### src/rtl/lsu_dmem.sv
// Load/store unit: turns a MEM-stage load/store into a word-aligned dmem request,
// waits out the gnt/rvalid handshake and returns extended load data or an error pulse.
module lsu_dmem #(
  parameter int DATA_WIDTH     = 32,
  parameter int ADDR_WIDTH     = 32,
  parameter int TIMEOUT_CYCLES = 16
) (
  input  logic                  clk,
  input  logic                  rst,
  input  logic                  mem_valid,
  input  logic                  mem_we,
  input  logic [2:0]            mem_funct3,
  input  logic [ADDR_WIDTH-1:0] mem_addr,
  input  logic [DATA_WIDTH-1:0] mem_wdata,
  output logic                  stall,
  output logic                  load_valid,
  output logic [DATA_WIDTH-1:0] load_data,
  output logic                  mem_exc,
  output logic                  bus_err,
  output logic                  dmem_req,
  output logic                  dmem_we,
  output logic [ADDR_WIDTH-1:0] dmem_addr,
  output logic [3:0]            dmem_wstrb,
  output logic [DATA_WIDTH-1:0] dmem_wdata,
  input  logic                  dmem_gnt,
  input  logic                  dmem_rvalid,
  input  logic [DATA_WIDTH-1:0] dmem_rdata
);

  // Handshake: a request is transferred in the cycle where dmem_req && dmem_gnt;
  // dmem_* stay stable until then. Read data is consumed in the cycle dmem_rvalid
  // is high (the grant cycle or later), and only while an access is outstanding.

  localparam int CW = (TIMEOUT_CYCLES > 2) ? $clog2(TIMEOUT_CYCLES) : 1;
  localparam logic [CW-1:0] CNT_LAST = CW'(TIMEOUT_CYCLES - 1);

  typedef enum logic [1:0] {
    S_IDLE = 2'd0,
    S_REQ  = 2'd1,
    S_WAIT = 2'd2,
    S_DONE = 2'd3
  } state_t;

  state_t          state;
  logic [CW-1:0]   cnt;
  logic            op_we;
  logic [2:0]      op_f3;
  logic [1:0]      op_off;

  logic                  f3_legal;
  logic                  misaligned;
  logic                  op_bad;
  logic                  accept;
  logic                  busy;
  logic                  done_now;
  logic [3:0]            st_wstrb;
  logic [DATA_WIDTH-1:0] st_wdata;
  logic [7:0]            ld_byte;
  logic [15:0]           ld_half;
  logic [DATA_WIDTH-1:0] ld_ext;

  always_comb begin
    f3_legal = 1'b0;
    case (mem_funct3)
      3'b000, 3'b001, 3'b010: f3_legal = 1'b1;
      3'b100, 3'b101:         f3_legal = !mem_we;
      default:                f3_legal = 1'b0;
    endcase
    misaligned = 1'b0;
    case (mem_funct3[1:0])
      2'b01:   misaligned = mem_addr[0];
      2'b10:   misaligned = |mem_addr[1:0];
      default: misaligned = 1'b0;
    endcase
    op_bad = !f3_legal || misaligned;
    accept = (state == S_IDLE) && mem_valid && !op_bad;
  end

  assign busy    = (state == S_REQ) || (state == S_WAIT);
  assign stall   = accept || busy;
  assign mem_exc = (state == S_IDLE) && mem_valid && op_bad;

  // A load is complete only once its data is in hand; a store once it is granted.
  assign done_now = ((state == S_REQ) && dmem_gnt && (op_we || dmem_rvalid)) ||
                    ((state == S_WAIT) && dmem_rvalid);

  always_comb begin
    st_wstrb = 4'b0000;
    st_wdata = '0;
    if (mem_we) begin
      case (mem_funct3[1:0])
        2'b00: begin
          st_wstrb = 4'b0001 << mem_addr[1:0];
          st_wdata = {4{mem_wdata[7:0]}};
        end
        2'b01: begin
          st_wstrb = 4'b0011 << mem_addr[1:0];
          st_wdata = {2{mem_wdata[15:0]}};
        end
        default: begin
          st_wstrb = 4'b1111;
          st_wdata = mem_wdata;
        end
      endcase
    end
  end

  always_comb begin
    ld_byte = dmem_rdata[{op_off, 3'b000} +: 8];
    ld_half = dmem_rdata[{op_off[1], 4'b0000} +: 16];
    case (op_f3)
      3'b000:  ld_ext = {{24{ld_byte[7]}}, ld_byte};
      3'b001:  ld_ext = {{16{ld_half[15]}}, ld_half};
      3'b100:  ld_ext = {24'b0, ld_byte};
      3'b101:  ld_ext = {16'b0, ld_half};
      default: ld_ext = dmem_rdata;
    endcase
  end

  always_ff @(posedge clk) begin
    if (rst) begin
      state      <= S_IDLE;
      cnt        <= '0;
      op_we      <= 1'b0;
      op_f3      <= 3'b000;
      op_off     <= 2'b00;
      dmem_req   <= 1'b0;
      dmem_we    <= 1'b0;
      dmem_addr  <= '0;
      dmem_wstrb <= 4'b0000;
      dmem_wdata <= '0;
      load_valid <= 1'b0;
      load_data  <= '0;
      bus_err    <= 1'b0;
    end else begin
      load_valid <= 1'b0;
      bus_err    <= 1'b0;
      case (state)
        S_IDLE: begin
          cnt <= '0;
          if (accept) begin
            op_we      <= mem_we;
            op_f3      <= mem_funct3;
            op_off     <= mem_addr[1:0];
            dmem_req   <= 1'b1;
            dmem_we    <= mem_we;
            dmem_addr  <= {mem_addr[ADDR_WIDTH-1:2], 2'b00};
            dmem_wstrb <= st_wstrb;
            dmem_wdata <= st_wdata;
            state      <= S_REQ;
          end
        end
        S_REQ, S_WAIT: begin
          if (done_now) begin
            dmem_req <= 1'b0;
            if (!op_we) begin
              load_data  <= ld_ext;
              load_valid <= 1'b1;
            end
            state <= S_DONE;
          end else if (cnt == CNT_LAST) begin
            // Abort: a timed-out load still retires, with zero data.
            dmem_req <= 1'b0;
            bus_err  <= 1'b1;
            if (!op_we) begin
              load_data  <= '0;
              load_valid <= 1'b1;
            end
            state <= S_DONE;
          end else begin
            cnt <= cnt + CW'(1);
            if ((state == S_REQ) && dmem_gnt) begin
              dmem_req <= 1'b0;
              state    <= S_WAIT;
            end
          end
        end
        S_DONE: state <= S_IDLE;
        default: state <= S_IDLE;
      endcase
    end
  end

endmodule

### config.mk
export PLATFORM = sky130hd
export DESIGN_NAME = lsu_dmem
export DESIGN_NICKNAME = d
export VERILOG_FILES = /design/src/rtl/lsu_dmem.sv
export SDC_FILE = /design/constraint.sdc
export NUM_CORES = 1
export LEC_CHECK = 0
export CAP_MARGIN = 20
export CORE_ASPECT_RATIO = 0.8
export CORE_UTILIZATION = 46
export CTS_CLUSTER_DIAMETER = 30
export CTS_CLUSTER_SIZE = 24
export DETAILED_ROUTE_END_ITERATION = 7
export PLACE_DENSITY = 0.85
export SLEW_MARGIN = 20
export SYNTH_ARGS = -nofsm -noshare
export SYNTH_HDL_FRONTEND = slang
export SYNTH_SLANG_ARGS = --single-unit
### constraint.sdc
create_clock -name clk -period 4.88 [get_ports clk]
set_input_delay 0.976 -clock clk [delete_from_list [all_inputs] [get_ports clk]]
set_output_delay 0.976 -clock clk [all_outputs]
set_load 0.1 [all_outputs]
==> reports/results.ini, run 1 <==
[outcome]
status=completed

[layout]
design_area_mm2=0.00772
nets=920
multi_input_area_mm2=0.00254
diodes=0
instances_no_fill=959
drive_gt1_frac=0.0684
syn2layout_area_growth_pct=52.7
postLayoutCoreUtil=0.736
fill_cells=754
seq_area_mm2=0.00226

[placed_design]
dpl.hpwl_mm=11.2
placed_cell_area_mm2=0.00715
gp_congestion=0.946
post-place-ws_ps=678
dp.cells=928
port_buffers=208

[setup_path]
critPathKind=in -> out
crit_buf_inv=3
cp_max_fo=16
crit_arrival_ps=3250
cpMaxStageDelayCell=clkdlybuf4s50_1
cpPeakStageDelay_ps=530
cp-end-kind=output port
crit_path_start_kind=input port
required_ps=3900
crit_chain=clkdlybuf4s50_1, inv_1, ha_1, o21ai_1, a21boi_1, or3_2, nand2b_1, buf_12
cp_top_family=buffers and inverters

[logic_synthesis]
synth-xor-area-share=0
synth_area_leader_cell=dfxtp_1
synthAdderAreaFrac=0.0198
muxShareOfSynthArea=0.0359
syn_area_per_cell_um2=8.09
ys_seq_area_frac=0.447
synth_area_leaders=dfxtp_1 45%, nand2_1 12%, a21oi_1 8.6%
synthSimpleGateAreaFrac=0.230
synth-seq-cells=113
syn_area_mm2=0.00506
synth-compound-area-share=0.212
synth_top_cell_area_share=0.447
synth_warnings=0
synth_edf_count=0
synth_cell_types=47
syn_inst=625
synthArstFlopShare=0
synth_ff_type=dfxtp_1
synth_top_family_by_area=simple AND/OR/NAND/NOR gates

[clocking]
cts_setup_buffers=0
htree_num_levels=4
cts_sinks=113
clk_latency_ps=400
clockBufferDepth=2
cts_tree=built
cts_root_buf=clkbuf_16
clk_pin_slew_worst_paths_ps=50
cts_buffers=17
cts_resized=0
hold_buffers=0

[floorplan]
coreArea_mm2=0.0105
start_util=0.482
fp.dieH_um=95.8
die-area_mm2=0.0114
fp.dieW_um=119
io_pins=211
rows=33

[detailed_routing]
drt_drc_violations_left=0
finalWirelength_mm=15.5
drt_iter0_markers=360
viasPerCell=5.54
wl_per_cell_um=16.2
route.vias.total=5310
ant_nets=0
dr.pass1.iters=5

[global_route]
grt_pass1_wl_mm=24.7
grt_usage=0.274
antenna_found_initial=0
grt-ovfl-total=0
first_global_vias=5158
grt_max_degree=75

[run]
maxCapViolCount=0

[pwr]
powerDensity_mw_per_mm2=449
power.leakage_nw=2.82
finalPower_mw=3.46
peakVddDrop_mv=0.407

[timing]
finalMaxSlewViolations=0
hold_violations=0
fmax_mhz=236
setup_ws_ps=650
setup_viol=0
finalSetupTns_ps=0
finalCritPeriodShare=0.867
hold_slack_ps=441
worst_slew_pin_slew_ps=1020
rsz0062_at_grt=false
finClkSkew_ps=8.82
fin_crit_ps=4230
slew_headroom=0.316

[min_path]
worst_hold_path_type=reg -> reg

## area by class of cell
cell class              count  area share
clock inverters            14      0.0185
repair buffers            214       0.277
inverters                  10     0.00486
flip-flops and latches    113       0.293
multi-input cells         451       0.328
well taps                 140      0.0227
clock buffers              17      0.0551
## placed cells by master (no fill, tap or decap), types with 2 or more instances in the layout
cell type        instances
clkbuf_16               17
nor2_1                  12
inv_1                   10
o22ai_1                  5
clkinvlp_4               3
buf_12                   2
nand2b_1                21
a22oi_1                  9
a221o_1                  5
bufinv_16                2
clkdlybuf4s50_1        205
nor3_1                   3
mux2i_1                  8
o21ai_0                  8
nand2_1                159
a2bb2oi_1                2
ha_1                     8
a21oi_1                 87
and3_1                   7
mux2_2                   7
dfxtp_1                112
nor3_4                   2
nand3_1                 39
o211ai_1                 2
conb_1                   2
a22o_1                  28
buf_4                    6
o21ai_1                  2
nor3b_1                  7
clkinv_2                 5
and2_1                   2
o221ai_1                 8
clkinv_4                 3
## cells in the mapped netlist (9+ instances only)
cell and number:
a22o_1 28, clkbuf_1 26, inv_1 10, nand3_1 39, nand2_1 159, buf_2 16, nor2_1 12, a22oi_1 9
nand2b_1 21, a21oi_1 87, dfxtp_1 113
## worst paths after layout
path | from | endpoint | slack, ps | cells after the start
worst max-delay path | mem_funct3[1] | stall | 650 | 8
worst min register to register | load_data[2] | load_data[2] | 440 | 2
worst min-delay path | load_data[2] | load_data[2] | 440 | 2
worst max register to register | state[1] | load_data[20] | 2290 | 6
## report_power, final
| group | internal [mW] | switching [mW] | total, mW |
|---|---|---|---|
| Sequential | 1.01 | 0.0663 | 1.07 |
| Clock | 0.746 | 0.431 | 1.18 |
| Combinational | 0.350 | 0.865 | 1.21 |
## sequential cells by signal (all words and copies together), names as in the netlist
signal,flops
state,2
cnt,4
dmem_req,1
dmem_wdata,32
load_data,32
op_f3,3
bus_err,1
load_valid,1
op_we,1
op_off,2
dmem_addr,30
dmem_wstrb,4
## tightest hold or removal path, cell delays in order, from the launching register on
cell and delay [ps]:
dfxtp_1 300, nand2_1 50, nand2_1 40
## cells by family after synthesis
group                    count (synthesis)
buffers and inverters                   62
other                                    1
AO/OA/AOI/OAI                          167
flip-flops                             113
multiplexers                            16
adder cells (fa/ha/maj)                  8
AND/OR/NAND/NOR                        258
## metal layers
| layer | GRT usage | part of all wire | vias to the layer above |
|---|---|---|---|
| li1 | - | - | 2536 |
| met5 | 0 | 0 | - |
| met3 | 0.0841 | 0.078 | 31 |
| met2 | 0.470 | 0.49 | 230 |
| met4 | 0.0928 | 0.018 | 0 |
| met1 | 0.328 | 0.42 | 2513 |
Power figures use the tool's default switching activity.
==> run 2, diff against run 1 <==
- SLEW_MARGIN: 20 -> 40
==> run 2 against run 1 <==
Non-clock buffer count unchanged. Utilization down 4.1 points. Worst setup slack better by 23 ps. Clock skew down 1.8 ps. Final area down 5.5%. Global-route usage down 0.38 points. Critical path depth unchanged. Register-to-register slack worse by 30 ps. Flip-flop and latch count unchanged. First-iteration DRC count up 3.6%. Clock power up 15%. Hold slack worse by 4.5 ps. Largest cell class unchanged. Highest routed layer unchanged.
==> reports/results.ini, run 2 (same netlist as run 1, synthesis figures left out) <==
[timing]
hold_violations=0
setup_viol=0
finalMaxSlewViolations=0
finalSetupTns_ps=0
fmax_mhz=238
finalCritPeriodShare=0.862
finClkSkew_ps=7.02
worst_slew_pin_slew_ps=780
fin_crit_ps=4210
rsz0062_at_grt=false
slew_headroom=0.480

[min_path]
holdPathEnd=load_data[4]
hold_path_depth=2
hold_start=load_data[4]
worst_hold_path_type=reg -> reg

[clocking]
hold_buffers=0
htree_num_levels=4
clk_latency_ps=400
cts_root_buf=clkbuf_16
cts_buffers=17
cts_setup_buffers=0
cts_tree=built
cts_sinks=113
clk_pin_slew_worst_paths_ps=50
clockBufferDepth=2
cts_resized=0

[placed_design]
port_buffers=208
gp_congestion=0.946
dp.cells=928
dpl.hpwl_mm=10.9

[layout]
drive_gt1_frac=0.194
syn2layout_area_growth_pct=44.2
final_cell_mix=159 x nand2_1, 111 x dfxtp_1, 103 x clkdlybuf4s50_1, 103 x buf_2, 87 x a21oi_1
reg_top3=dmem_wdata (32), load_data (32), dmem_addr (30)
mostFrequentLayoutCell=nand2_1
instances_no_fill=960
diodes=0
nets=920

[detailed_routing]
drt_drc_violations_left=0
finalWirelength_mm=15.6
ant_nets=0
dr.pass1.iters=5
drt_iter0_markers=373
route.vias.total=5276
wl_per_cell_um=16.3
viasPerCell=5.50

[floorplan]
start_util=0.482
fp.dieH_um=95.8
fp.dieW_um=119
coreArea_mm2=0.0105
rows=33
io_pins=211
die-area_mm2=0.0114

[setup_path]
cpMaxStageDelayCell=clkdlybuf4s50_1
cp_max_fo=16
r2r-start=state[0]
critPathKind=in -> out
crit_path_start_kind=input port
cpPeakStageDelay_ps=530
crit_chain=clkdlybuf4s50_1, inv_1, ha_1, o21ai_1, a21boi_1, or3_2, nand2b_1, buf_12
required_ps=3900
rr_worst_depth=6
rr_endpoint=load_data[20]
r2r_slack_ps=2260
crit_arrival_ps=3230
cp-end-kind=output port

[global_route]
grt_max_degree=75
grt-ovfl-total=0
first_global_vias=4941
grt_use_met2=0.457
grt_pass1_wl_mm=24.4
grtUsageMet3=0.0752
grt_usage=0.270
grt_util_met1=0.334
top_usage_layer=met2
antenna_found_initial=0

[run]
maxCapViolCount=0

[pwr]
finalPower_mw=3.58
peakVddDrop_mv=0.403
power.leakage_nw=3.07
powerDensity_mw_per_mm2=491

[outcome]
status=completed

[run 2: cell types whose count changed in the layout (fill, tap and decap cells not counted), moves of 3 or more]
cell and delta:
clkinv_2 -3, buf_2 +102, clkdlybuf4s50_1 -102, bufinv_16 +3
[run 2: worst max path at each step]
stage | start | end | slack, ps | cells past startpoint
floorplan | mem_funct3[1] | mem_exc | 910 | 6
global placement | mem_funct3[1] | stall | 770 | 8
detailed placement | mem_funct3[1] | stall | 680 | 8
CTS | mem_funct3[1] | stall | 680 | 8
global route | mem_funct3[1] | mem_exc | 530 | 8
finish | mem_funct3[1] | stall | 670 | 8
[run 2: final cells by class]
type | count | area (um2)
fill | 836 | 3190
clock buffer | 19 | 443
inverter | 10 | 37.5
timing repair buffer | 214 | 1630
sequential | 113 | 2260
clock inverter | 13 | 209
tap | 140 | 175
multi-input combinational | 451 | 2540
[run 2: where the power goes]
part,internal (mW),switching [mW]
Combinational,0.288,0.864
Sequential,1.01,0.0664
Clock,0.920,0.436
Total,2.22,1.37
[run 2: routing by layer]
layer	part of all wire	routed length [um]
met1	0.43	6740
met2	0.48	7490
met3	0.075	1170
met4	0.014	226
met5	0	0
[run 2: stage by stage]
stage                     area [um2]   util  hold slack [ps]  setup slack [ps]
after CTS                       7300  0.696              435               675
after global placement          7150  0.682              427               768
after detailed placement        6640  0.634              427               677
after global routing            7300  0.696              462               526
after floorplan                 5060      -              436               907
final                           7300  0.696              436               674
[run 2: critical path: cells and delay by family]
kind                     cells  cell delay (ps)
buffers and inverters        3              850
adder cells (fa/ha/maj)      1              370
AO/OA/AOI/OAI                2              380
AND/OR/NAND/NOR              2              660
==> run 3, diff against run 2 <==
- CORE_MARGIN: default -> 3
==> run 3 against run 2 <==
Critical path depth did not move. Via count fell by 1.0%. Sequential share of layout area rose by 0.27 points.
==> reports/results.ini, run 3 (same netlist as run 1, synthesis figures left out) <==
[setup_path]
crit_arrival_ps=3010
rr_endpoint=load_data[28]
cp-end-kind=output port
required_ps=3900
r2r-start=state[0]
rr_worst_depth=6
crit_path_start_kind=input port
critPathKind=in -> out
r2r_slack_ps=2260
cp_max_fo=5

[layout]
syn2layout_area_growth_pct=43.0
fill_cells=880
postLayoutCoreUtil=0.690
design_area_mm2=0.00723
nets=920
diodes=0
mostFrequentLayoutCell=nand2_1
final_cell_mix=159 x nand2_1, 111 x dfxtp_1, 103 x clkdlybuf4s50_1, 103 x buf_2, 87 x a21oi_1
seq_area_mm2=0.00226
multi_input_area_mm2=0.00254
drive_gt1_frac=0.190
reg_top3=dmem_wdata (32), load_data (32), dmem_addr (30)

[pwr]
powerDensity_mw_per_mm2=474
p_comb_frac=0.335
netSwitchingFraction=0.390
seq_power_share=0.312
clock_power_share=0.352
power.leakage_nw=3.03
cellInternalPower_mw=2.09
finalPower_mw=3.43
peakVddDrop_mv=0.366
p_switching_mw=1.34

[run]
maxCapViolCount=0

[clocking]
hold_buffers=0
cts_buffers=17
clockBufferDepth=2
cts_root_buf=clkbuf_16
cts_tree=built
cts_resized=0
cts_sinks=113
clk_latency_ps=400
htree_num_levels=4
clk_pin_slew_worst_paths_ps=50
cts_setup_buffers=0

[detailed_routing]
drt_drc_violations_left=0
ant_nets=0
finalWirelength_mm=15.7
drt_iter0_markers=291
dr.pass1.iters=7
viasPerCell=5.45
wl_per_cell_um=16.4
route.vias.total=5222

[outcome]
status=completed

[global_route]
antenna_found_initial=0
grt_usage=0.249
grt_max_degree=75
grt_pass1_wl_mm=24.3
first_global_vias=4945
grt-ovfl-total=0

[timing]
finalCritPeriodShare=0.817
finClkSkew_ps=9.55
fin_crit_ps=3990
hold_violations=0
fmax_mhz=251
setup_viol=0
slew_headroom=0.494
rsz0062_at_grt=false
worst_slew_pin_slew_ps=759
finalSetupTns_ps=0
finalMaxSlewViolations=0

[min_path]
holdPathEnd=load_data[0]
hold_start=load_data[0]
hold_path_depth=2
worst_hold_path_type=reg -> reg

[placed_design]
port_buffers=208
dpl.hpwl_mm=11.3
gp_congestion=0.870
placed_cell_area_mm2=0.00666

[floorplan]
die-area_mm2=0.0123
fp.dieW_um=123
start_util=0.482
coreArea_mm2=0.0105
io_pins=211
fp.dieH_um=99.8
rows=33

run 3: power by group through the flow:
stage | registers, mW | logic [mW] | clock network (mW)
after global placement | 1.08 | 1.19 | 0
after floorplan | 1.56 | 0.397 | 0
final | 1.07 | 1.15 | 1.21
after detailed placement | 1.09 | 1.14 | 0
after global routing | 1.08 | 1.21 | 1.27
after CTS | 1.07 | 1.15 | 1.23
run 3: per-layer routing:
layer / vias to the layer above / global-route usage / part of all wire
met5: - / 0 / 0
met4: 0 / 0.0945 / 0.013
met3: 16 / 0.0800 / 0.094
met2: 241 / 0.405 / 0.48
met1: 2431 / 0.308 / 0.41
li1: 2534 / - / -
run 3: final cells by class:
type | count | share of cell area
clock buffers | 20 | 0.0604
clock inverters | 11 | 0.0194
inverters | 10 | 0.00519
multi-input cells | 451 | 0.351
flip-flops and latches | 113 | 0.313
well taps | 140 | 0.0242
repair buffers | 214 | 0.227
run 3: worst max-delay path: stages:
cell and delay, ps:
clkdlybuf4s50_1 530, inv_1 120, ha_1 220, o21ai_1 130, a21boi_1 170, or3_2 530, nand2b_1 140, buf_12 190
run 3: worst max-delay path by stage:
| stage | slack (ps) | endpoint | startpoint | depth (start not counted) |
|---|---|---|---|---|
| after detailed placement | 910 | stall | mem_funct3[1] | 8 |
| final | 890 | stall | mem_funct3[1] | 8 |
| after CTS | 890 | stall | mem_funct3[1] | 8 |
| after floorplan | 910 | mem_exc | mem_funct3[1] | 6 |
| after global placement | 1000 | stall | mem_funct3[1] | 8 |
| after global routing | 810 | stall | mem_funct3[1] | 8 |
run 3: per-stage QoR:
| step | worst slack, ps | std cells | hold WS [ps] |
|---|---|---|---|
| 6_report | 891 | 959 | 434 |
| 5_1_grt | 805 | 959 | 462 |
| 4_1_cts | 895 | 959 | 438 |
| 3_5_place_dp | 915 | 928 | 432 |
| 3_3_place_gp | 996 | 928 | 427 |
| 2_1_floorplan | 907 | 626 | 436 |
